<file path="src/rtl/car_pkg.sv">
// rtl/car_pkg.sv - shared vehicle-state types and limits for the dashboard
package car_pkg;

    typedef enum logic [1:0] {
        OFF    = 2'd0,
        RUN    = 2'd1,
        EMPTY  = 2'd2,
        REFUEL = 2'd3
    } car_state_t;

    localparam logic [7:0]  FUEL_MAX     = 8'd100;
    localparam logic [31:0] ODO_MAX      = 32'd99_999;
    localparam logic [7:0]  LOW_FUEL_LVL = 8'd15;

endpackage

</file>
<file path="src/rtl/btn_debounce.sv">
// rtl/btn_debounce.sv - synchronises a raw button and accepts a new level
// only after it has been stable for STABLE_TICKS consecutive ticks
module btn_debounce #(
    parameter int unsigned STABLE_TICKS = 20
) (
    input  logic clk,
    input  logic rst,
    input  logic tick,
    input  logic raw,
    output logic level,
    output logic rise,
    output logic fall
);

    localparam logic [15:0] CNT_LAST = 16'(STABLE_TICKS - 1);

    logic [1:0]  sync;
    logic [15:0] cnt;

    always_ff @(posedge clk or posedge rst) begin
        if (rst) begin
            sync  <= 2'b00;
            cnt   <= 16'd0;
            level <= 1'b0;
            rise  <= 1'b0;
            fall  <= 1'b0;
        end else begin
            sync <= {sync[0], raw};
            rise <= 1'b0;
            fall <= 1'b0;
            // Any return to the accepted level restarts the stability window
            if (sync[1] == level) begin
                cnt <= 16'd0;
            end else if (tick) begin
                if (cnt == CNT_LAST) begin
                    level <= sync[1];
                    rise  <= sync[1];
                    fall  <= ~sync[1];
                    cnt   <= 16'd0;
                end else begin
                    cnt <= cnt + 16'd1;
                end
            end
        end
    end

endmodule

</file>
<file path="src/rtl/odo_fuel_tracker.sv">
// rtl/odo_fuel_tracker.sv - integrates speed into odometer km, models fuel
// burn and refuelling, and synchronises the side-brake switch
module odo_fuel_tracker
    import car_pkg::*;
#(
    parameter int unsigned TICK_DIV    = 50_000,
    parameter int unsigned DIST_THRESH = 3_600_000,
    parameter int unsigned FUEL_THRESH = 2_000_000,
    parameter int unsigned IDLE_BURN   = 20,
    parameter int unsigned REFUEL_MS   = 100,
    parameter int unsigned DEBOUNCE_MS = 20,
    parameter int unsigned ODO_INIT    = 0,
    parameter int unsigned FUEL_INIT   = 100
) (
    input  logic        clk,
    input  logic        rst,
    input  logic        engine_on,
    input  logic [7:0]  speed,
    input  logic        refuel_btn,
    input  logic        side_brake_sw,
    output logic [31:0] odometer,
    output logic [7:0]  fuel,
    output logic        is_side_brake,
    output logic        low_fuel,
    output logic        fuel_empty,
    output logic        refueling
);

    localparam logic [15:0] REF_LAST = 16'(REFUEL_MS - 1);

    car_state_t  state, state_next;
    logic [31:0] pre_cnt;
    logic        tick;
    logic [31:0] dist_acc, dist_sum;
    logic [31:0] burn_acc, burn_sum;
    logic [15:0] ref_cnt;
    logic        engine_q;
    logic [1:0]  brake_sync;
    logic        btn_level, btn_rise, btn_fall;
    logic        press, release_btn, engine_rise;

    btn_debounce #(.STABLE_TICKS(DEBOUNCE_MS)) u_refuel_db (
        .clk   (clk),
        .rst   (rst),
        .tick  (tick),
        .raw   (refuel_btn),
        .level (btn_level),
        .rise  (btn_rise),
        .fall  (btn_fall)
    );

    assign tick        = (pre_cnt == TICK_DIV - 1);
    assign dist_sum    = dist_acc + {24'd0, speed};
    assign burn_sum    = burn_acc + IDLE_BURN + {24'd0, speed};
    assign press       = btn_rise & ~engine_on;
    assign release_btn = btn_fall | ~btn_level;
    assign engine_rise = engine_on & ~engine_q;

    assign is_side_brake = brake_sync[1];
    assign low_fuel      = (fuel < LOW_FUEL_LVL);
    assign fuel_empty    = (fuel == 8'd0);

    always_ff @(posedge clk or posedge rst) begin
        if (rst) begin
            state      <= OFF;
            pre_cnt    <= 32'd0;
            dist_acc   <= 32'd0;
            burn_acc   <= 32'd0;
            ref_cnt    <= 16'd0;
            odometer   <= 32'(ODO_INIT);
            fuel       <= 8'(FUEL_INIT);
            engine_q   <= 1'b0;
            brake_sync <= 2'b00;
        end else begin
            state      <= state_next;
            pre_cnt    <= tick ? 32'd0 : pre_cnt + 32'd1;
            engine_q   <= engine_on;
            brake_sync <= {brake_sync[0], side_brake_sw};

            if (tick) begin
                if (dist_sum >= DIST_THRESH) begin
                    dist_acc <= dist_sum - DIST_THRESH;
                    odometer <= (odometer == ODO_MAX) ? 32'd0 : odometer + 32'd1;
                end else begin
                    dist_acc <= dist_sum;
                end
            end

            // Burn in RUN and refuel cadence in REFUEL are mutually exclusive
            if (tick && state == RUN) begin
                if (fuel == 8'd0) begin
                    burn_acc <= 32'd0;
                end else if (burn_sum >= FUEL_THRESH) begin
                    fuel     <= fuel - 8'd1;
                    burn_acc <= (fuel == 8'd1) ? 32'd0 : burn_sum - FUEL_THRESH;
                end else begin
                    burn_acc <= burn_sum;
                end
            end else if (tick && state == REFUEL && ref_cnt == REF_LAST && fuel < FUEL_MAX) begin
                fuel <= fuel + 8'd1;
            end

            if (state != REFUEL) begin
                ref_cnt <= 16'd0;
            end else if (tick) begin
                ref_cnt <= (ref_cnt == REF_LAST) ? 16'd0 : ref_cnt + 16'd1;
            end
        end
    end

    always_comb begin
        state_next = state;
        refueling  = 1'b0;
        case (state)
            OFF: begin
                if (engine_on)
                    state_next = RUN;
                else if (press && fuel < FUEL_MAX)
                    state_next = REFUEL;
            end
            RUN: begin
                if (!engine_on)
                    state_next = OFF;
                else if (fuel == 8'd0)
                    state_next = EMPTY;
            end
            EMPTY: begin
                if (press)
                    state_next = REFUEL;
            end
            REFUEL: begin
                refueling = 1'b1;
                if (engine_rise)
                    state_next = RUN;
                else if (fuel == FUEL_MAX || release_btn)
                    state_next = OFF;
            end
            default: state_next = OFF;
        endcase
    end

endmodule

</file>
<file path="config.mk">
export PLATFORM = sky130hd
export DESIGN_NAME = odo_fuel_tracker
export DESIGN_NICKNAME = d
export VERILOG_FILES = /design/src/rtl/car_pkg.sv /design/src/rtl/btn_debounce.sv /design/src/rtl/odo_fuel_tracker.sv
export SDC_FILE = /design/constraint.sdc
export NUM_CORES = 1
export LEC_CHECK = 0
export BUFFER_PORTS_ARGS = -buffer_cell sky130_fd_sc_hd__buf_4
export CAP_MARGIN = 30
export CORE_MARGIN = 4
export CORE_UTILIZATION = 50
export DETAILED_ROUTE_END_ITERATION = 8
export PLACE_DENSITY = 0.71
export SLEW_MARGIN = 15
export SYNTH_ARGS = -nofsm -noshare
export SYNTH_HDL_FRONTEND = slang
export SYNTH_SLANG_ARGS = --single-unit
export TNS_END_PERCENT = 5
</file>
<file path="constraint.sdc">
create_clock -name clk -period 16.1 [get_ports clk]
set_input_delay 2.415 -clock clk [delete_from_list [all_inputs] [get_ports clk]]
set_output_delay 2.415 -clock clk [all_outputs]
set_load 0.05 [all_outputs]
</file>
== Word-level counts from Yosys, hierarchy flattened ==
Cells that the tools add are included.

* Output and inout bits: 44
* Input bits: 13
* Bits in registers: 178
* Word-level logic and storage cells: 100

* Add/subtract/negate cells: 11
* $lt $le $gt $ge: 4
* Mux-type cells: 31
* Reductions and logical operators: 15
* Equality and inequality tests: 17
* Bitwise logic cells: 8

{| class="wikitable"
|+ Operators by type and width
! cell !! number
|-
| 32-bit 2-to-1 mux || 6
|-
| 16-bit 2-to-1 mux || 6
|-
| 32-bit by 1-bit adder with 32-bit output, second input constant || 2
|-
| 32-bit by 8-bit adder with 32-bit output || 2
|-
| 16-bit by 1-bit adder with 16-bit output, second input constant || 2
|-
| 32-bit by 5-bit adder with 32-bit output, second input constant || 1
|-
| 32-bit by 16-bit equality test with 1-bit output, second input constant || 1
|-
| 32-bit by 17-bit equality test with 1-bit output, second input constant || 1
|-
| 32-bit by 21-bit >= comparator with 1-bit output, second input constant || 1
|-
| 32-bit by 22-bit >= comparator with 1-bit output, second input constant || 1
|-
| 8-bit 2-to-1 mux || 4
|-
| 32-bit by 21-bit subtractor with 32-bit output, second input constant || 1
|-
| 32-bit by 22-bit subtractor with 32-bit output, second input constant || 1
|-
| 16-bit by 5-bit equality test with 1-bit output, second input constant || 1
|-
| 16-bit by 7-bit equality test with 1-bit output, second input constant || 1
|-
| 2-bit 2-to-1 mux || 7
|-
| 8-bit by 1-bit adder with 8-bit output, second input constant || 1
|-
| 8-bit by 1-bit equality test with 1-bit output, second input constant || 1
|-
| 8-bit by 7-bit equality test with 1-bit output, second input constant || 1
|-
| 8-bit zero test || 1
|-
| 8-bit by 4-bit < comparator with 1-bit output, second input constant || 1
|-
| 8-bit by 7-bit < comparator with 1-bit output, second input constant || 1
|-
| 2-bit case mux with 4 select lines || 1
|-
| 8-bit by 1-bit subtractor with 8-bit output, second input constant || 1
|-
| other kinds (18) || 40
|}

== Longest topological paths before layout ==
* Depth after elaboration: 6
* Mapped depth: 18
* Mapped depth without buffers: 18

== By module ==
From an unflattened synthesis, not the netlist that was laid out.

* Cells, all modules: 1389
* Area, all modules: 12060.3 µm²

{| class="wikitable"
|+ By module, submodules not included
! module !! cells each !! instances !! area each (µm²) !! seq. area each (µm²)
|-
| odo_fuel_tracker || 1270 || 1 || 10867.9 || 3932.5
|-
| btn_debounce || 119 || 1 || 1192.4 || 525.5
|}

== Worst setup path after synthesis ==
No wires, ideal clock.

* Path kind: input to register
* Start point: input speed[1]
* End point: register burn_acc[19]
* Path buffers: 2
* Library setup time: 0.126 ns
* Stages on the path: 16
* Slack: 9.659 ns
* Required time: 15.974 ns
* Arrival: 6.314 ns
* Cell sequence: ha_1 -> ha_1 -> fa_1 -> a211o_1 -> a211oi_2 -> nor2_2 -> and3_1 -> or3_1 -> a211oi_1 -> and3_1 -> buf_4 -> buf_4 -> nand2_1 -> a22oi_1 -> o21ai_0 -> a311o_1

* Longest elaborated chain between the ends: 5
* Elaborated cells on any way between the ends: 6
* Classes of those cells: 2 x add/sub; 1 x order compare; 3 x mux

{| class="wikitable"
|+ RTL lines
! item !! RTL line !! text
|-
| from (decl) || odo_fuel_tracker.sv:18 || <nowiki>input logic [7:0] speed,</nowiki>
|-
| 32-bit by 8-bit adder with 32-bit output * || odo_fuel_tracker.sv:54 || <nowiki>assign burn_sum = burn_acc + IDLE_BURN + {24'd0, speed};</nowiki>
|-
| 32-bit by 21-bit subtractor with 32-bit output || odo_fuel_tracker.sv:95 || <nowiki>burn_acc <= (fuel == 8'd1) ? 32'd0 : burn_sum - FUEL_THRESH;</nowiki>
|-
| 32-bit 2-to-1 mux || odo_fuel_tracker.sv:95 ||
|-
| 32-bit 2-to-1 mux * || odo_fuel_tracker.sv:93 || <nowiki>end else if (burn_sum >= FUEL_THRESH) begin</nowiki>
|-
| 32-bit 2-to-1 mux * || odo_fuel_tracker.sv:91 || <nowiki>if (fuel == 8'd0) begin</nowiki>
|-
| to (signal assigned) || odo_fuel_tracker.sv:95 ||
|-
| to (signal assigned) || odo_fuel_tracker.sv:97 || <nowiki>burn_acc <= burn_sum;</nowiki>
|-
| to (decl) || odo_fuel_tracker.sv:35 || <nowiki>logic [31:0] burn_acc, burn_sum;</nowiki>
|}

Mark *: on every way between the ends. The rest lies on a longest branch, timed or not.
A chain may end at the register's enable or synchronous reset.

== Final worst setup path ==
* Start point: input speed[1]
* End point: register burn_acc[28]

Same word-level chain as after synthesis.

==> results.toml <==
[outcome]
run_status = "finished clean"

[layout]
final_cell_mix = "dfrtp_1 (175), nand2_1 (158), o21ai_0 (103)"
drive_gt1_share_pct = 9.51
layout_commonest_cell = "dfrtp_1"
finalNonFillerCells = 1739
final_area_mm2 = 0.0132
syn_to_final_growth_pct = 11.1
fill_cells = 2110
diodes = 0
fin_nets = 1456
multi_input_comb_area_mm2 = 0.00707
regArea_mm2 = 0.00446

[yosys]
postSynth.topFlopCell = "dfrtp_1"
yosysWarnings = 0
async_flop_share_pct = 100
syn_avg_cell_area_um2 = 8.65
synth_edf_count = 0
ys_ff_latch = 178
yosysTopAreaCell = "dfrtp_1"
synth_area_leaders = "dfrtp_1 (37%), xnor2_1 (7.0%), nand2_1 (5.0%), o21ai_0 (4.3%), xor2_1 (4.3%)"
synthesis.nets = 1427
synth.top_cell.area_share_pct = 36.7
ys_seq_area_share_pct = 37.4
syn_area_mm2 = 0.0119
synthCells = 1378
yosys.cell_types.count = 91

[route]
wl_met1_um = 13300
detail_route.wl_per_cell_um = 16.5
viasPerCell = 6.03
vias = 10500
firstDrtPassIters = 7
top_layer_used = "met4"
drc_errors = 0
routed_wl_um = 28600
ant_nets = 0
drtIter0Drc = 816
dr_wl_met2_um = 13500
wl_met3_um = 1430

[place]
gp_congestion = 0.979
dpl-instance-area_mm2 = 0.0126
port-buffer-count = 56
place_inst = 1705
dpl.hpwl_um = 20000

[grt]
antenna_found_initial = 0
grt_usage_pct = 21.7
grt.overflow.total = 0
grt_pass1_vias = 9787
grt_max_degree = 120
grt_pass1_wl_um = 48300

[timing]
final.setup.tns_ps = 0
max_freq_mhz = 143
drv_slew = 0
slew_headroom_pct = 34.7
worst_pin_slew_ps = 966
rsz0062_at_grt = "false"
finalCritPeriodShare_pct = 43.4
final-setup-viol-count = 0
finalHoldViolations = 0
skew_ps = 14.4
post-route-min-period_ps = 6990

[floorplan]
fp.dieH_um = 162
ioPinCount = 57
start_util_pct = 50.8
rows = 56
core-area_mm2 = 0.0235
die_area_mm2 = 0.0264
die_x_um = 162

[clock_network]
hold_buffers = 0
h-tree-depth = 4
clockBufferDepth = 2
root_buffer = "clkbuf_16"
cts_resized = 0
clk_latency_ps = 440
clk_pin_slew_ps = 80
cts_setup_buffers = 0
cts_sinks = 178
numCtsBuffers = 17
cts_tree = "yes"

[critical_path]
critPathMaxFanout = 18
crit_path_end_kind = "register"
criticalPathCategory = "primary input to register"
crit_required_ps = 16470
worstPathArrival_ps = 7350
start_kind = "primary input"
r2r_slack_ps = 10850

[power_and_ir_drop]
p_leak_nw = 5.59
p_per_area_mw_per_mm2 = 75.6
power_mw = 1.00
vdd_drop_max_mv = 0.0677

[worst_hold_path]
min_path_type = "register to register"

[run]
cap_violations = 0
-- metal layers --
metal  vias up  global-route usage (%)
li1       5056                       -
met1      5118                    31.2
met2       281                    34.5
met3        34                    3.49
met4         0                    5.65
met5         -                       0
-- power by group --
| group | internal (mW) | switching (mW) |
|---|---|---|
| sequential | 0.451 | 0.00546 |
| clock | 0.214 | 0.220 |
| combinational | 0.0379 | 0.0725 |
-- registers in the layout, indices dropped and copies added, names as in the netlist --
register	count
state	2
u_refuel_db.cnt	16
ref_cnt	16
odometer	32
u_refuel_db.sync	2
pre_cnt	32
burn_acc	32
u_refuel_db.rise	1
brake_sync	2
fuel	8
u_refuel_db.level	1
u_refuel_db.fall	1
engine_q	1
dist_acc	32
-- per-stage QoR --
step	util [%]	hold slack [ps]	setup slack, ps
2_1_floorplan	-	331	8860
6_report	56.4	358	9110
5_1_grt	56.4	363	8830
4_1_cts	56.3	360	9190
3_5_place_dp	53.6	342	8750
3_3_place_gp	53.6	338	8890
-- path summary, 6_finish.rpt --
path | start | endpoint | cells past startpoint
worst max register to register | burn_acc[1] | burn_acc[28] | 14
max in group asynchronous | rst | ref_cnt[10] | 3
min in group asynchronous | rst | odometer[23] | 2
worst min-delay path | brake_sync[0] | brake_sync[1] | 0
worst max-delay path | speed[1] | burn_acc[28] | 15
worst min register to register | brake_sync[0] | brake_sync[1] | 0
-- kinds of logic after synthesis --
group	after synthesis	share of synthesized area (%)
fa+ha+maj	36	3.91
mux	14	1.21
flops	178	37.4
compound gates	309	17.1
simple gates	587	25.7
buf+inv	101	3.39
xor+xnor	153	11.2
-- cell type report --
| cell class | instances | share of cell area, % |
|---|---|---|
| sequential | 178 | 33.7 |
| clock inverter | 15 | 1.56 |
| timing repair buffer | 68 | 3.86 |
| multi-input combinational | 1099 | 53.4 |
| tap | 319 | 3.02 |
| clock buffer | 17 | 3.21 |
| inverter | 43 | 1.28 |
-- critical path, stage by stage --
cell,delay [ps]
buf_4,130
ha_1,290
ha_1,230
fa_1,420
a211o_1,360
a211oi_2,330
nor2_2,180
and3_1,250
or3_1,360
a211oi_1,540
and3_1,680
and2_1,480
o31ai_1,180
a2111o_1,420
o21ai_1,80
-- cells in the mapped netlist, types with 5 or more instances --
master and count:
dfrtp_1 175, nand2_1 158, o21ai_0 103, nor2_1 98, xnor2_1 95, nand3_1 68
xor2_1 58, a21oi_1 48, and3_1 44, clkbuf_1 42, inv_1 42, ha_1 34
nand4_1 31, nor4_1 30, nor3_1 24, o31ai_1 20, a31oi_1 19, nand2b_1 19
nor2b_1 18, and2_1 16, or4_1 12, a211oi_1 11, a21o_1 11, mux2i_1 11
or3_1 11, a211o_1 10, and4_1 10, nor4b_1 9, o211ai_1 9, buf_2 8
nand4b_1 6, nor3b_1 6, o21ai_1 6, buf_1 5, o22ai_1 5
No activity file was read; power rests on OpenSTA's default activity.
